**config.mk**
```make
export PLATFORM = sky130hd
export DESIGN_NAME = branch_unit_ras
export DESIGN_NICKNAME = d
export VERILOG_FILES = /design/src/rtl/branch_pkg.sv /design/src/rtl/ras_stack.sv /design/src/rtl/branch_unit_ras.sv
export SDC_FILE = /design/constraint.sdc
export NUM_CORES = 1
export LEC_CHECK = 0
export ABC_CLOCK_PERIOD_IN_PS = 5200
export BUFFER_PORTS_ARGS = -buffer_cell sky130_fd_sc_hd__buf_2
export CORE_MARGIN = 2
export CORE_UTILIZATION = 50
export CTS_BUF_LIST = sky130_fd_sc_hd__clkbuf_16
export CTS_CLUSTER_SIZE = 16
export DETAILED_ROUTE_END_ITERATION = 16
export GPL_TIMING_DRIVEN = 0
export PLACE_DENSITY = 0.71
export RECOVER_POWER = 100
export SYNTH_ARGS = -nofsm -noshare
export SYNTH_HDL_FRONTEND = slang
export SYNTH_SLANG_ARGS = --single-unit
```
**constraint.sdc**
```tcl
create_clock -name clk -period 5.2 [get_ports clk]
set_input_delay 0.52 -clock clk [delete_from_list [all_inputs] [get_ports clk]]
set_output_delay 0.52 -clock clk [all_outputs]
set_load 0.01 [all_outputs]
```
**src/rtl/branch_pkg.sv**
```systemverilog
// Shared constants, flag payload and condition decode for the branch unit.
package branch_pkg;

    localparam int unsigned XLEN_DEFAULT = 32;
    localparam int unsigned FC_W         = 5;

    localparam logic [FC_W-1:0] FC_NC = 5'd0;
    localparam logic [FC_W-1:0] FC_C  = 5'd1;
    localparam logic [FC_W-1:0] FC_S  = 5'd2;
    localparam logic [FC_W-1:0] FC_AL = 5'd3;
    localparam logic [FC_W-1:0] FC_Z  = 5'd4;
    localparam logic [FC_W-1:0] FC_NZ = 5'd5;

    typedef struct packed {
        logic s;
        logic z;
        logic c;
    } flags_t;

    // Branch condition from registered flags; unassigned codes never branch.
    function automatic logic cond_met(input logic [FC_W-1:0] fcode, input flags_t f);
        logic res;
        res = 1'b0;
        case (fcode)
            FC_NC:   res = ~f.c;
            FC_C:    res = f.c;
            FC_S:    res = f.s;
            FC_AL:   res = 1'b1;
            FC_Z:    res = f.z;
            FC_NZ:   res = ~f.z;
            default: res = 1'b0;
        endcase
        return res;
    endfunction

endpackage

```
**src/rtl/ras_stack.sv**
```systemverilog
// Circular return-address stack: push on full overwrites the oldest entry.
module ras_stack #(
    parameter int unsigned XLEN      = 32,
    parameter int unsigned RAS_DEPTH = 4
) (
    input  logic            clk,
    input  logic            rst_n,
    input  logic            push,
    input  logic            pop,
    input  logic [XLEN-1:0] data,
    output logic [XLEN-1:0] top,
    output logic            empty,
    output logic            full,
    output logic            overflow,
    output logic            underflow
);

    localparam int unsigned PW = $clog2(RAS_DEPTH);
    localparam int unsigned CW = PW + 1;

    logic [XLEN-1:0] mem [RAS_DEPTH];
    logic [PW-1:0]   ptr;
    logic [CW-1:0]   count;

    assign empty = (count == '0);
    assign full  = (count == CW'(RAS_DEPTH));
    assign top   = mem[ptr - PW'(1)];

    // Entry storage; contents are not reset, only the pointer/count are.
    always_ff @(posedge clk) begin
        if (push && !pop) begin
            mem[ptr] <= data;
        end
    end

    // Pointer, occupancy and one-cycle error pulses.
    always_ff @(posedge clk or negedge rst_n) begin
        if (!rst_n) begin
            ptr       <= '0;
            count     <= '0;
            overflow  <= 1'b0;
            underflow <= 1'b0;
        end else begin
            overflow  <= push && !pop && full;
            underflow <= pop && empty;
            if (pop) begin
                if (!empty) begin
                    ptr   <= ptr - PW'(1);
                    count <= count - CW'(1);
                end
            end else if (push) begin
                ptr <= ptr + PW'(1);
                if (!full) begin
                    count <= count + CW'(1);
                end
            end
        end
    end

endmodule

```
**src/rtl/branch_unit_ras.sv**
```systemverilog
// Branch decision, PC sequencing and call/return handling via a RAS.
module branch_unit_ras
    import branch_pkg::*;
#(
    parameter int unsigned     XLEN      = XLEN_DEFAULT,
    parameter int unsigned     PC_STEP   = 4,
    parameter int unsigned     RAS_DEPTH = 4,
    parameter logic [XLEN-1:0] RESET_PC  = '0
) (
    input  logic            clk,
    input  logic            rst_n,
    input  logic            valid_in,
    input  logic            stall,
    input  logic            branch,
    input  logic            branch_src,
    input  logic [4:0]      fcode,
    input  logic            is_call,
    input  logic            is_ret,
    input  logic [XLEN-1:0] read_data1,
    input  logic [XLEN-1:0] label,
    input  logic            flags_we,
    input  logic            sign,
    input  logic            zero,
    input  logic            carry,
    output logic [XLEN-1:0] pc,
    output logic [XLEN-1:0] write_reg_data,
    output logic            taken,
    output logic            ras_overflow,
    output logic            ras_underflow
);

    flags_t          flags;
    logic            accept;
    logic [XLEN-1:0] seq;
    logic [XLEN-1:0] target;
    logic [XLEN-1:0] pc_next;
    logic            do_push;
    logic            do_pop;
    logic [XLEN-1:0] ras_top;
    logic            ras_empty;
    logic            ras_full;

    assign accept         = valid_in && !stall;
    assign seq            = pc + XLEN'(PC_STEP);
    assign target         = seq + (branch_src ? label : read_data1);
    assign taken          = accept && branch && cond_met(fcode, flags);
    assign write_reg_data = seq;
    assign do_pop         = accept && is_ret;
    assign do_push        = accept && !is_ret && taken && is_call;

    // Next PC: return wins over call; empty-stack return falls through.
    always_comb begin
        pc_next = pc;
        if (accept) begin
            if (is_ret) begin
                pc_next = ras_empty ? seq : ras_top;
            end else if (taken) begin
                pc_next = target;
            end else begin
                pc_next = seq;
            end
        end
    end

    // PC register.
    always_ff @(posedge clk or negedge rst_n) begin
        if (!rst_n) begin
            pc <= RESET_PC;
        end else begin
            pc <= pc_next;
        end
    end

    // Flag register; the new value only affects later decisions.
    always_ff @(posedge clk or negedge rst_n) begin
        if (!rst_n) begin
            flags <= '0;
        end else if (accept && flags_we) begin
            flags <= '{s: sign, z: zero, c: carry};
        end
    end

    // Occupancy sanity: a stack cannot be empty and full at once.
    always_comb begin
        assert (!(ras_empty && ras_full));
    end

    ras_stack #(
        .XLEN      (XLEN),
        .RAS_DEPTH (RAS_DEPTH)
    ) u_ras (
        .clk       (clk),
        .rst_n     (rst_n),
        .push      (do_push),
        .pop       (do_pop),
        .data      (seq),
        .top       (ras_top),
        .empty     (ras_empty),
        .full      (ras_full),
        .overflow  (ras_overflow),
        .underflow (ras_underflow)
    );

endmodule

```
==> reports/results.ini <==
[timing]
worst_pin_slew_ps = 2810
holdWs_ps = 313
max-slew-margin-rel_pct = -87.3
fin_crit_sh_pct = 93.9
setup_violations = 0
rsz0062_at_grt = no
skew_ps = 12.0
fmax_mhz = 205
hold_viol = 0
report.final.slew_viol_count = 134
min_period_ps = 4880
fin_ws_ps = 318

[finish]
layout-drive-gt1-share_pct = 16.9
syn_to_final_growth_pct = 14.5
layout_common_cells = 128 x edfxtp_1, 111 x clkbuf_1, 109 x nand2_1
fin_area_sq_um = 12000
multi_input_area_sq_um = 5120
fin_nets = 1232
fillCellCount = 1785
antennaDiodeCount = 0
seq_area_sq_um = 4890
layout_commonest_cell = edfxtp_1

[min_path]
hp-class = in -> reg

[placement]
place_congestion = 0.930
dp_slack_ps = -604
portBuffers = 146
placed_area_sq_um = 11600
hpwl_um = 22600

[synth]
syn_area_per_cell_sq_um = 11.1
yosysTopAreaCellShare_pct = 36.8
netlist_area_sq_um = 10500
syn_nets = 1062
yosysWarnings = 0
async_flop_share_pct = 24.7
yosys_register_bits = 170
ys_seq_area_share_pct = 46.8
synth_area_leader_cell = edfxtp_1
ys_types = 79
synth_edf_count = 128
synth_area_leaders = edfxtp_1 37%, dfrtp_1 10%, mux4_2 6.9%
ys.flop_type = edfxtp_1
netlist_instances = 945

[status]
violations = capacitance limit, slew limit
status = finished with violations

[global_routing]
grt_pass1_vias = 8185
grt_max_degree = 43
antenna_found_initial = 0
grt_pass1_wl_um = 46700
grt-ovfl-total = 0
grt_usage_pct = 28.7

[worst_setup_path]
arrival_ps = 5200
cp_slowest_cell = buf_2
critical_path_class = in -> reg
crit_required_ps = 5520
end_kind = register
worstSetupStartpointType = input pin
cp_max_fo = 10
crit_chain = clkbuf_1, buf_2, buf_2, mux2_1, ha_1, fa_1, a211oi_1, o21a_1, o21bai_1, a31oi_1, o31ai_2, a31oi_2, o31ai_1, a211oi_1, xor2_1, a21oi_1
slowest_delay_ps = 450

[pwr]
power.total_w = 0.00652
p_per_area_nw_per_um2 = 545
p_leak_nw = 4.63
peakVddDrop_uv = 257

[die]
dieWidth_um = 149
io_pins = 148
start_util_pct = 51.3
die_h_um = 149
placementRows = 52
core_area_sq_um = 20400
dieArea_sq_um = 22100

[drt]
vias = 8554
wirelength_um = 31000
drtIter0Drc = 870
drc_errors = 0
antenna_left = 0
routedWlPerCell_um = 22.2
via_per_inst = 6.12
drt_pass1_iterations = 5

[clock_tree]
cts_buffers = 17
cts_hold_buf = 0
cts_tree = yes
numClockSinks = 170
clockRootBuffer = clkbuf_16
clk_latency_ps = 440
clk_pin_slew_ps = 70
cts_buffer_depth = 2
htree_levels = 4

[flow_run]
cap_viol_max_count = 5

final cells by class:
| type | instances | share of cell area (%) |
|---|---|---|
| clock inverter | 15 | 1.13 |
| multi-input combinational | 678 | 42.8 |
| timing repair buffer | 151 | 5.58 |
| tap | 270 | 2.82 |
| sequential | 170 | 40.9 |
| clock buffer | 17 | 3.56 |
| buffer | 55 | 1.85 |
| inverter | 42 | 1.32 |
metrics by stage:
stage               utilization (%)  TNS, ps  instances
global placement               56.6    -3170       1361
global route                   58.7        0       1398
detailed placement             57.0    -3500       1366
CTS                            59.8        0       1398
finish                         58.7        0       1398
floorplan                         -        0        945
worst paths after layout:
path,start,end,slack (ps),cells after the start
max in group asynchronous,rst_n,pc[13],2620,1
max reg2reg,pc[3],pc[25],490,14
min,sign,flags[2],310,2
min reg2reg,flags[2],flags[2],510,1
min in group asynchronous,rst_n,u_ras.overflow,980,1
max,branch_src,pc[28],320,16
cells by family after synthesis:
group	Yosys count	share of synthesized area, %
AO/OA/AOI/OAI	212	12.9
XOR/XNOR	76	6.91
adder cells (fa/ha/maj)	39	4.74
buffers and inverters	97	3.63
flip-flops	170	46.8
multiplexers	77	11.6
AND/OR/NAND/NOR	274	13.4
synthesized netlist by cell type, types with 11 or more instances:
cell type and instances:
mux2i_1 14, mux4_2 32, edfxtp_1 128, nand2_1 108, o21ai_0 66, a31oi_1 11
a21oi_1 54, nand3_1 24, xnor2_1 50, dfrtp_1 42, nand4_1 13, xor2_1 22
and3_1 13, nor3_1 19, clkbuf_1 37, nor2_1 46, mux2_2 30, ha_1 34
inv_1 39
per-layer routing:
| metal | track usage [%] | share of wire (%) |
|---|---|---|
| met1 | 39.5 | 41 |
| met2 | 44.7 | 46 |
| met3 | 6.63 | 9.4 |
| met4 | 10.9 | 3.1 |
| met5 | 0 | 0 |
worst max-delay path: cells and delay by family:
| kind | cells | cell delay (ps) |
|---|---|---|
| XOR/XNOR | 1 | 240 |
| adder cells (fa/ha/maj) | 2 | 670 |
| buffers and inverters | 3 | 1100 |
| AO/OA/AOI/OAI | 9 | 2250 |
| multiplexers | 1 | 400 |
repair_timing:
action / CTS / global route
gates resized for setup: 2 / 4
setup buffers: 0 / 0
setup endpoints to repair: 4 / 4
power breakdown:
part	leakage [nW]	switching (W)	internal [W]
Clock	0.289	0.000547	0.000700
Combinational	2.67	0.00204	0.00128
Sequential	1.67	0.000226	0.00173
registers in the layout, indices dropped and copies added (netlist names):
register / cells
u_ras.count: 3
u_ras.overflow: 1
flags: 3
u_ras.mem: 128
u_ras.underflow: 1
pc: 32
u_ras.ptr: 2
No activity file was read; power rests on OpenSTA's default activity.
